### src/rtl/rs_dec_pkg.sv
// Shared RS(32,28) decoder constants and the syndrome sequencer state encoding.
package rs_dec_pkg;
  localparam int RS_N        = 32;
  localparam int RS_K        = 28;
  localparam int SC_HOLD_CYC = 3;

  typedef enum logic [2:0] {
    ST_IDLE,
    ST_CLR,
    ST_COLLECT,
    ST_SETTLE,
    ST_CAPTURE
  } sc_state_e;
endpackage

### src/rtl/rs_dec_syndrome_ctrl.sv
// Frame sequencer for the RS(32,28) syndrome calculator: clears it per frame, paces
// symbols onto its toggle-synchronised input and hands S0..S3 downstream.
module rs_dec_syndrome_ctrl
  import rs_dec_pkg::*;
#(
  parameter int N_SYM    = RS_N,
  parameter int HOLD_CYC = SC_HOLD_CYC
) (
  input  logic       i_clk,
  input  logic       i_resb,
  input  logic       i_frame_sync,
  input  logic [7:0] i_byte,
  input  logic       i_byte_vld,
  output logic       o_byte_rdy,
  output logic       o_sc_resb,
  output logic [7:0] o_sc_data,
  output logic       o_sc_data_sync,
  input  logic [7:0] i_s0,
  input  logic [7:0] i_s1,
  input  logic [7:0] i_s2,
  input  logic [7:0] i_s3,
  output logic [7:0] o_synd0,
  output logic [7:0] o_synd1,
  output logic [7:0] o_synd2,
  output logic [7:0] o_synd3,
  output logic       o_synd_vld,
  input  logic       i_synd_ack,
  output logic       o_err,
  output logic       o_short_frame,
  output logic       o_overrun
);
  localparam int SW = $clog2(N_SYM);
  localparam int HW = $clog2(HOLD_CYC + 1);

  sc_state_e     state, state_nxt;
  logic [SW-1:0] sym_cnt;
  logic [HW-1:0] hold_cnt;
  logic          accept, short_nxt;

  assign accept = o_byte_rdy & i_byte_vld;

  always_comb begin
    state_nxt  = state;
    o_byte_rdy = 1'b0;
    short_nxt  = 1'b0;
    case (state)
      ST_IDLE:    if (i_frame_sync) state_nxt = ST_CLR;
      ST_CLR:     state_nxt = ST_COLLECT;
      ST_COLLECT: begin
        if (i_frame_sync) begin
          state_nxt = ST_CLR;
          short_nxt = (sym_cnt != '0);
        end else begin
          o_byte_rdy = (hold_cnt == '0);
          if (o_byte_rdy && i_byte_vld && sym_cnt == SW'(N_SYM - 1)) state_nxt = ST_SETTLE;
        end
      end
      ST_SETTLE: begin
        if (i_frame_sync) begin
          state_nxt = ST_CLR;
          short_nxt = (sym_cnt != '0);
        end else if (hold_cnt == '0) begin
          state_nxt = ST_CAPTURE;
        end
      end
      ST_CAPTURE: state_nxt = i_frame_sync ? ST_CLR : ST_IDLE;
      default:    state_nxt = ST_IDLE;
    endcase
  end

  always_ff @(posedge i_clk or negedge i_resb) begin
    if (!i_resb) begin
      state          <= ST_IDLE;
      sym_cnt        <= '0;
      hold_cnt       <= '0;
      o_sc_resb      <= 1'b1;
      o_sc_data      <= '0;
      o_sc_data_sync <= 1'b0;
      o_synd0        <= '0;
      o_synd1        <= '0;
      o_synd2        <= '0;
      o_synd3        <= '0;
      o_synd_vld     <= 1'b0;
      o_err          <= 1'b0;
      o_short_frame  <= 1'b0;
      o_overrun      <= 1'b0;
    end else begin
      state         <= state_nxt;
      // Clear lands one cycle after CLR so it also swallows the pending accumulate
      // of a symbol toggled just before an aborting frame sync.
      o_sc_resb     <= (state != ST_CLR);
      o_short_frame <= short_nxt;

      // Last symbol leaves sym_cnt at N_SYM-1 so SETTLE still reads as a partial frame.
      if (state == ST_CLR)
        sym_cnt <= '0;
      else if (accept && sym_cnt != SW'(N_SYM - 1))
        sym_cnt <= sym_cnt + 1'b1;

      // hold_cnt keeps counting through CLR: an abort must not shorten the hold window.
      if (accept) begin
        hold_cnt       <= HW'(HOLD_CYC - 1);
        o_sc_data      <= i_byte;
        o_sc_data_sync <= ~o_sc_data_sync;
      end else if (hold_cnt != '0) begin
        hold_cnt <= hold_cnt - 1'b1;
      end

      if (state == ST_CAPTURE) begin
        o_synd0    <= i_s0;
        o_synd1    <= i_s1;
        o_synd2    <= i_s2;
        o_synd3    <= i_s3;
        o_err      <= |{i_s0, i_s1, i_s2, i_s3};
        o_synd_vld <= 1'b1;
        if (o_synd_vld && !i_synd_ack) o_overrun <= 1'b1;
      end else if (i_synd_ack) begin
        o_synd_vld <= 1'b0;
      end
    end
  end
endmodule
### config.mk
export PLATFORM = sky130hd
export DESIGN_NAME = rs_dec_syndrome_ctrl
export DESIGN_NICKNAME = d
export VERILOG_FILES = /design/src/rtl/rs_dec_pkg.sv /design/src/rtl/rs_dec_syndrome_ctrl.sv
export SDC_FILE = /design/constraint.sdc
export NUM_CORES = 1
export LEC_CHECK = 0
export ABC_AREA = 1
export ABC_CLOCK_PERIOD_IN_PS = 1900
export CAP_MARGIN = 5
export CORE_MARGIN = 3
export CORE_UTILIZATION = 45
export CTS_CLUSTER_SIZE = 16
export DETAILED_ROUTE_END_ITERATION = 6
export DONT_BUFFER_PORTS = 1
export GPL_TIMING_DRIVEN = 0
export PLACE_DENSITY = 0.57
export SYNTH_ARGS = -nofsm -noshare
export SYNTH_HDL_FRONTEND = slang
export SYNTH_SLANG_ARGS = --single-unit
export TNS_END_PERCENT = 30
### constraint.sdc
create_clock -name i_clk -period 1.9 [get_ports i_clk]
set_input_delay 0.38 -clock i_clk [delete_from_list [all_inputs] [get_ports i_clk]]
set_output_delay 0.38 -clock i_clk [all_outputs]
set_load 0.01 [all_outputs]
==> results of run 1 <==
==> power by group <==
group / switching, uW / total [uW] / internal, uW
sequential: 605 / 2320 / 1720
combinational: 530 / 893 / 363
clock: 357 / 822 / 465
==> layout make-up <==
cell class,count,area (um2)
Fill cell,527,2500
Sequential cell,56,1400
Multi-Input combinational cell,203,886
Inverter,26,97.6
Clock buffer,7,96.3
Tap cell,70,87.6
Buffer,7,38.8
Timing Repair Buffer,2,37.5
Clock inverter,1,30.0
==> flip-flops by register name, indices dropped and copies added (netlist names), 2 cells and up <==
register	cells
o_sc_data	8
o_synd0	8
o_synd1	8
o_synd2	8
o_synd3	8
sym_cnt	5
state	3
hold_cnt	2
==> cell usage in the layout (no fill, tap or decap) <==
cell type        n
nor3_1           2
dlygate4sd3_1    1
nor2_1          32
xor2_1           1
bufinv_16        1
nand2_2          1
inv_1           26
nand3_1         12
a31oi_1          1
clkbuf_1         1
or2_2            2
nand2_1        125
clkbuf_8         7
and3_1           1
xnor2_1          1
nand3_2          1
nand4_1          1
o21ai_0         14
o21bai_1         2
buf_4            2
dfstp_2          1
buf_16           1
ha_1             4
nor2_2           1
o21ai_2          1
dfrtp_1         55
nor2_4           1
buf_2            4
==> kinds of logic (layout without fill, tap and decap cells) <==
family | after synthesis | after routing | synth area share (%)
AND/OR/NAND/NOR | 179 | 179 | 29.6
flip-flops | 56 | 56 | 57.8
buffers and inverters | 33 | 43 | 5.62
AO/OA/AOI/OAI | 18 | 18 | 4.13
adder cells (fa/ha/maj) | 4 | 4 | 2.06
XOR/XNOR | 2 | 2 | 0.723
==> through the flow <==
stage | std cells | hold WS [ns] | worst slack [ns]
after floorplan | 292 | 0.0844 | 0.553
after global placement | 362 | 0.0860 | 0.419
after detailed placement | 362 | 0.0860 | 0.414
after CTS | 372 | 0.170 | 0.236
after global routing | 372 | 0.163 | 0.165
final | 372 | 0.179 | 0.270
==> worst paths after layout <==
check | from | to | slack (ns) | depth (start not counted)
max | hold_cnt[0]$_DFFE_PN0P_ | o_byte_rdy | 0.27 | 4
min | i_s0[3] | o_synd0[3]$_DFFE_PN0P_ | 0.18 | 2
max reg2reg | sym_cnt[0]$_DFFE_PN0P_ | sym_cnt[2]$_DFFE_PN0P_ | 0.39 | 8
min reg2reg | sym_cnt[4]$_DFFE_PN0P_ | sym_cnt[4]$_DFFE_PN0P_ | 0.53 | 2
max in group asynchronous | i_resb | o_sc_resb$_DFF_PN1_ | 0.99 | 2
min in group asynchronous | i_resb | o_synd3[5]$_DFFE_PN0P_ | 0.62 | 2
==> per-layer routing <==
metal  up-vias  global-route usage, %  part of all wire, %
met5         -                      0                    0
li1        909                      -                    -
met1       828                   21.6                   44
met2        70                   27.0                   46
met4         0                   4.64                  1.1
met3         7                   6.32                  8.9
==> flow_metrics.tcl, run 1 <==
set metrics [dict create \
    status "completed" \
    worst_pin_slew_ns 0.459 \
    ys_seq_area_share_pct 57.8 \
    finalWirelength_um 4990 \
    p_leak_uw 0.00142 \
    critPathMaxFanout 4 \
    gr-total-overflow 0 \
    crit_path_end_kind "primary output" \
    syn_area_per_cell_um2 8.30 \
    drt_iter0_drc 41 \
    maxSlewViolCount 0 \
    cts_htree_levels 2 \
    routabilityCongestion 0.796 \
    final_cell_area_mm2 0.00268 \
    io_buffers 0 \
    synth_common_cells "nand2_1 (125), dfrtp_1 (55), nor2_1 (32)" \
    placed_area_mm2 0.00251 \
    hold_viol_final 0 \
    rsz0062_at_grt "false" \
    synth_top_area_share_pct 56.8 \
    skew_ns 0.00804 \
    drt_pre_antenna_iters 4 \
    power_density_mw_per_mm2 1510 \
    wire_per_inst_um 13.4 \
    clk_pin_slew_ns 0.10 \
    critPathLaunchType "register" \
    rows 26 \
    slowest_stage "dfrtp_1" \
    ys_types 24 \
    finalCriticalPeriod_ns 1.63 \
    path_class "reg -> out" \
    grt_pass1_vias 1788 \
    clk_path_buf_depth 2 \
    cts_resized 0 \
    yosys_warnings 0 \
    start_util_pct 46.9 \
    layout.nets 350 \
    antenna_found_initial 0 \
    maxCapViolations 0 \
    ys_seq_elements 56 \
    track_usage_pct 16.9 \
    clockRootBuffer "clkbuf_8" \
    dieHeight_um 79.4 \
    num_io_pins 92 \
    layout-drive-gt1-share_pct 7.62 \
    ant_nets 0 \
    period_share_pct 85.8 \
    finalSetupViolCount 0 \
    fmax_mhz 613 \
    path_buf_inv 2 \
    peakVddDrop_mv 0.674 \
    post-cts-setup-buffers 0 \
    diodes 0 \
    synthCells 292 \
    path_cells "inv_1 > ha_1 > inv_1 > nor2_1" \
    yosys.area.top_type "dfrtp_1" \
    synth_ff_type "dfrtp_1" \
    syn2layout_area_growth_pct 10.4 \
    critical_path.most_common_cell "inv_1" \
    ys_top_cells_by_area "dfrtp_1 (57%), nand2_1 (19%), nor2_1 (5.0%)" \
    synth-edff-count 0 \
    num_vias 1814 \
    arrival_ns 1.25 \
    min_path_type "in -> reg" \
    utilization_pct 51.7 \
    dp_hpwl_um 3690 \
    synth_most_common_cell "nand2_1" \
    cts_tree "built" \
    dieArea_mm2 0.00631 \
    required_ns 1.52 \
    clk_latency_ns 0.30 \
    cts_sinks 56 \
    power.total_uw 4040 \
    cts-buffers-inserted 5 \
    grt_start_max_net_pins 57 \
    cp_slowest_stage_delay_ns 0.38 \
    syn-num-nets 341 \
    crit_family "flip-flops" \
    route.detailed.drc 0 \
    slew_headroom_pct 69.4 \
    syn_area_mm2 0.00242 \
    ctsHoldBuffers 2 \
    grt_pass1_wl_um 8340 \
    final.setup.tns_ns 0 \
    viasPerCell 4.88 \
    core_mm2 0.00517 \
    async_flop_share_pct 100 \
    die_w_um 79.4 \
]
Note: power is estimated with default switching activity, not from simulation.
==> run 2, diff against run 1 <==
- ABC_CLOCK_PERIOD_IN_PS: 1900 -> 1800
- PLACE_DENSITY: 0.57 -> unset
- PLACE_DENSITY_LB_ADDON: unset -> 0.12
- clock period: 1.9 -> 1.8 ns (I/O delays scaled with it)
==> flow_metrics.tcl, run 2 (synthesis results as in run 1) <==
set metrics [dict create \
    slew_headroom_pct 68.9 \
    rsz0062_at_grt "false" \
    p_leak_uw 0.00140 \
    finalCriticalPeriod_ns 1.61 \
    final.setup.tns_ns 0 \
    maxSlewViolCount 0 \
    core_mm2 0.00517 \
    path_class "reg -> out" \
    drt_iter0_drc 59 \
    die_w_um 79.4 \
    n_fill_cell 501 \
    critPathLaunchType "register" \
    utilization_pct 51.2 \
    clockRootBuffer "clkbuf_8" \
    diodes 0 \
    clk_latency_ns 0.30 \
    required_ns 1.44 \
    finalWirelength_um 5070 \
    io_buffers 0 \
    rrSetupSlack_ns 0.29 \
    layout_commonest_cell "nand2_1" \
    critPathMaxFanout 4 \
    ctsHoldBuffers 2 \
    cts_htree_levels 2 \
    clk_pin_slew_ns 0.09 \
    post-cts-setup-buffers 0 \
    clk_path_buf_depth 2 \
    cts_resized 0 \
    num_vias 1793 \
    dp.cells 362 \
    power.total_uw 4160 \
    skew_ns 0.00580 \
    reg2reg_to "state[1]$_DFFE_PN0P_" \
    maxCapViolations 0 \
    start_util_pct 46.9 \
    layout_common_cells "nand2_1 (125), dfrtp_1 (55), nor2_1 (32)" \
    ant_nets 0 \
    power_density_mw_per_mm2 1570 \
    viasPerCell 4.85 \
    crit_start "hold_cnt[0]$_DFFE_PN0P_" \
    dieHeight_um 79.4 \
    grt_pass1_vias 1768 \
    r2r_cells 8 \
    rows 26 \
    track_usage_pct 17.0 \
    grt_pass1_wl_um 8330 \
    fmax_mhz 621 \
    arrival_ns 1.25 \
    holdPathStages 2 \
    grt_start_max_net_pins 57 \
    layout-drive-gt1-share_pct 7.00 \
    dieArea_mm2 0.00631 \
    dp_hpwl_um 3750 \
    gr-total-overflow 0 \
    cts-buffers-inserted 5 \
    wire_per_inst_um 13.7 \
    period_share_pct 89.5 \
    routabilityCongestion 0.795 \
    syn2layout_area_growth_pct 9.24 \
    hold_viol_final 0 \
    antenna_found_initial 0 \
    status "completed" \
    fin_cells 370 \
    critPathCapture "o_byte_rdy" \
    hold_start "i_s1[5]" \
    placed_area_mm2 0.00251 \
    finalSetupViolCount 0 \
    peakVddDrop_mv 0.807 \
    min_path_type "in -> reg" \
    worst_pin_slew_ns 0.467 \
    cts_sinks 56 \
    final_cell_area_mm2 0.00265 \
    layout.nets 350 \
    drt_pre_antenna_iters 4 \
    r2r-start "sym_cnt[0]$_DFFE_PN0P_" \
    num_io_pins 92 \
    crit_path_end_kind "primary output" \
    cts_tree "built" \
    route.detailed.drc 0 \
]
==> run 2: cell types whose count changed in the layout (fill, tap and decap cells not counted) <==
cell,delta
clkbuf_8,-2
==> run 2: how the worst min path moves through the flow <==
| stage | to | slack (ns) |
|---|---|---|
| final | o_synd1[5]$_DFFE_PN0P_ | 0.16 |
| after global routing | o_synd1[0]$_DFFE_PN0P_ | 0.15 |
| after CTS | o_synd0[2]$_DFFE_PN0P_ | 0.15 |
| after detailed placement | sym_cnt[1]$_DFFE_PN0P_ | 0.07 |
| after global placement | sym_cnt[3]$_DFFE_PN0P_ | 0.07 |
| after floorplan | hold_cnt[0]$_DFFE_PN0P_ | 0.06 |
==> run 2: per-stage QoR <==
| stage | setup WS (ns) | hold WS, ns |
|---|---|---|
| after global routing | 0.0832 | 0.147 |
| after floorplan | 0.453 | 0.0644 |
| after global placement | 0.331 | 0.0660 |
| after CTS | 0.154 | 0.153 |
| final | 0.189 | 0.164 |
| after detailed placement | 0.297 | 0.0665 |
==> run 2: where the power goes <==
part | switching, uW | total, uW | internal (uW)
Clock | 366 | 766 | 400
Combinational | 571 | 957 | 386
Sequential | 627 | 2440 | 1810
==> run 2: worst max-delay path, cell delays in order, from the launching register on <==
cell and delay, ns:
dfrtp_1 0.39, inv_1 0.07, ha_1 0.20, inv_1 0.09
nor2_1 0.21
==> run 2: per-layer routing <==
metal / share of wire, % / track usage (%)
met1: 43 / 21.9
met2: 48 / 27.1
met3: 8.2 / 6.32
met4: 0.79 / 4.64
met5: 0 / 0
==> run 2: layout make-up <==
class                   count  area [um2]  share of cell area (%)
plain buffers               7        38.8                    1.46
clock buffers               5        68.8                    2.60
clock inverters             1        30.0                    1.13
inverters                  26        97.6                    3.68
multi-input cells         203         886                    33.4
flip-flops and latches     56        1400                    53.0
well taps                  70        87.6                    3.31
repair buffers              2        37.5                    1.42
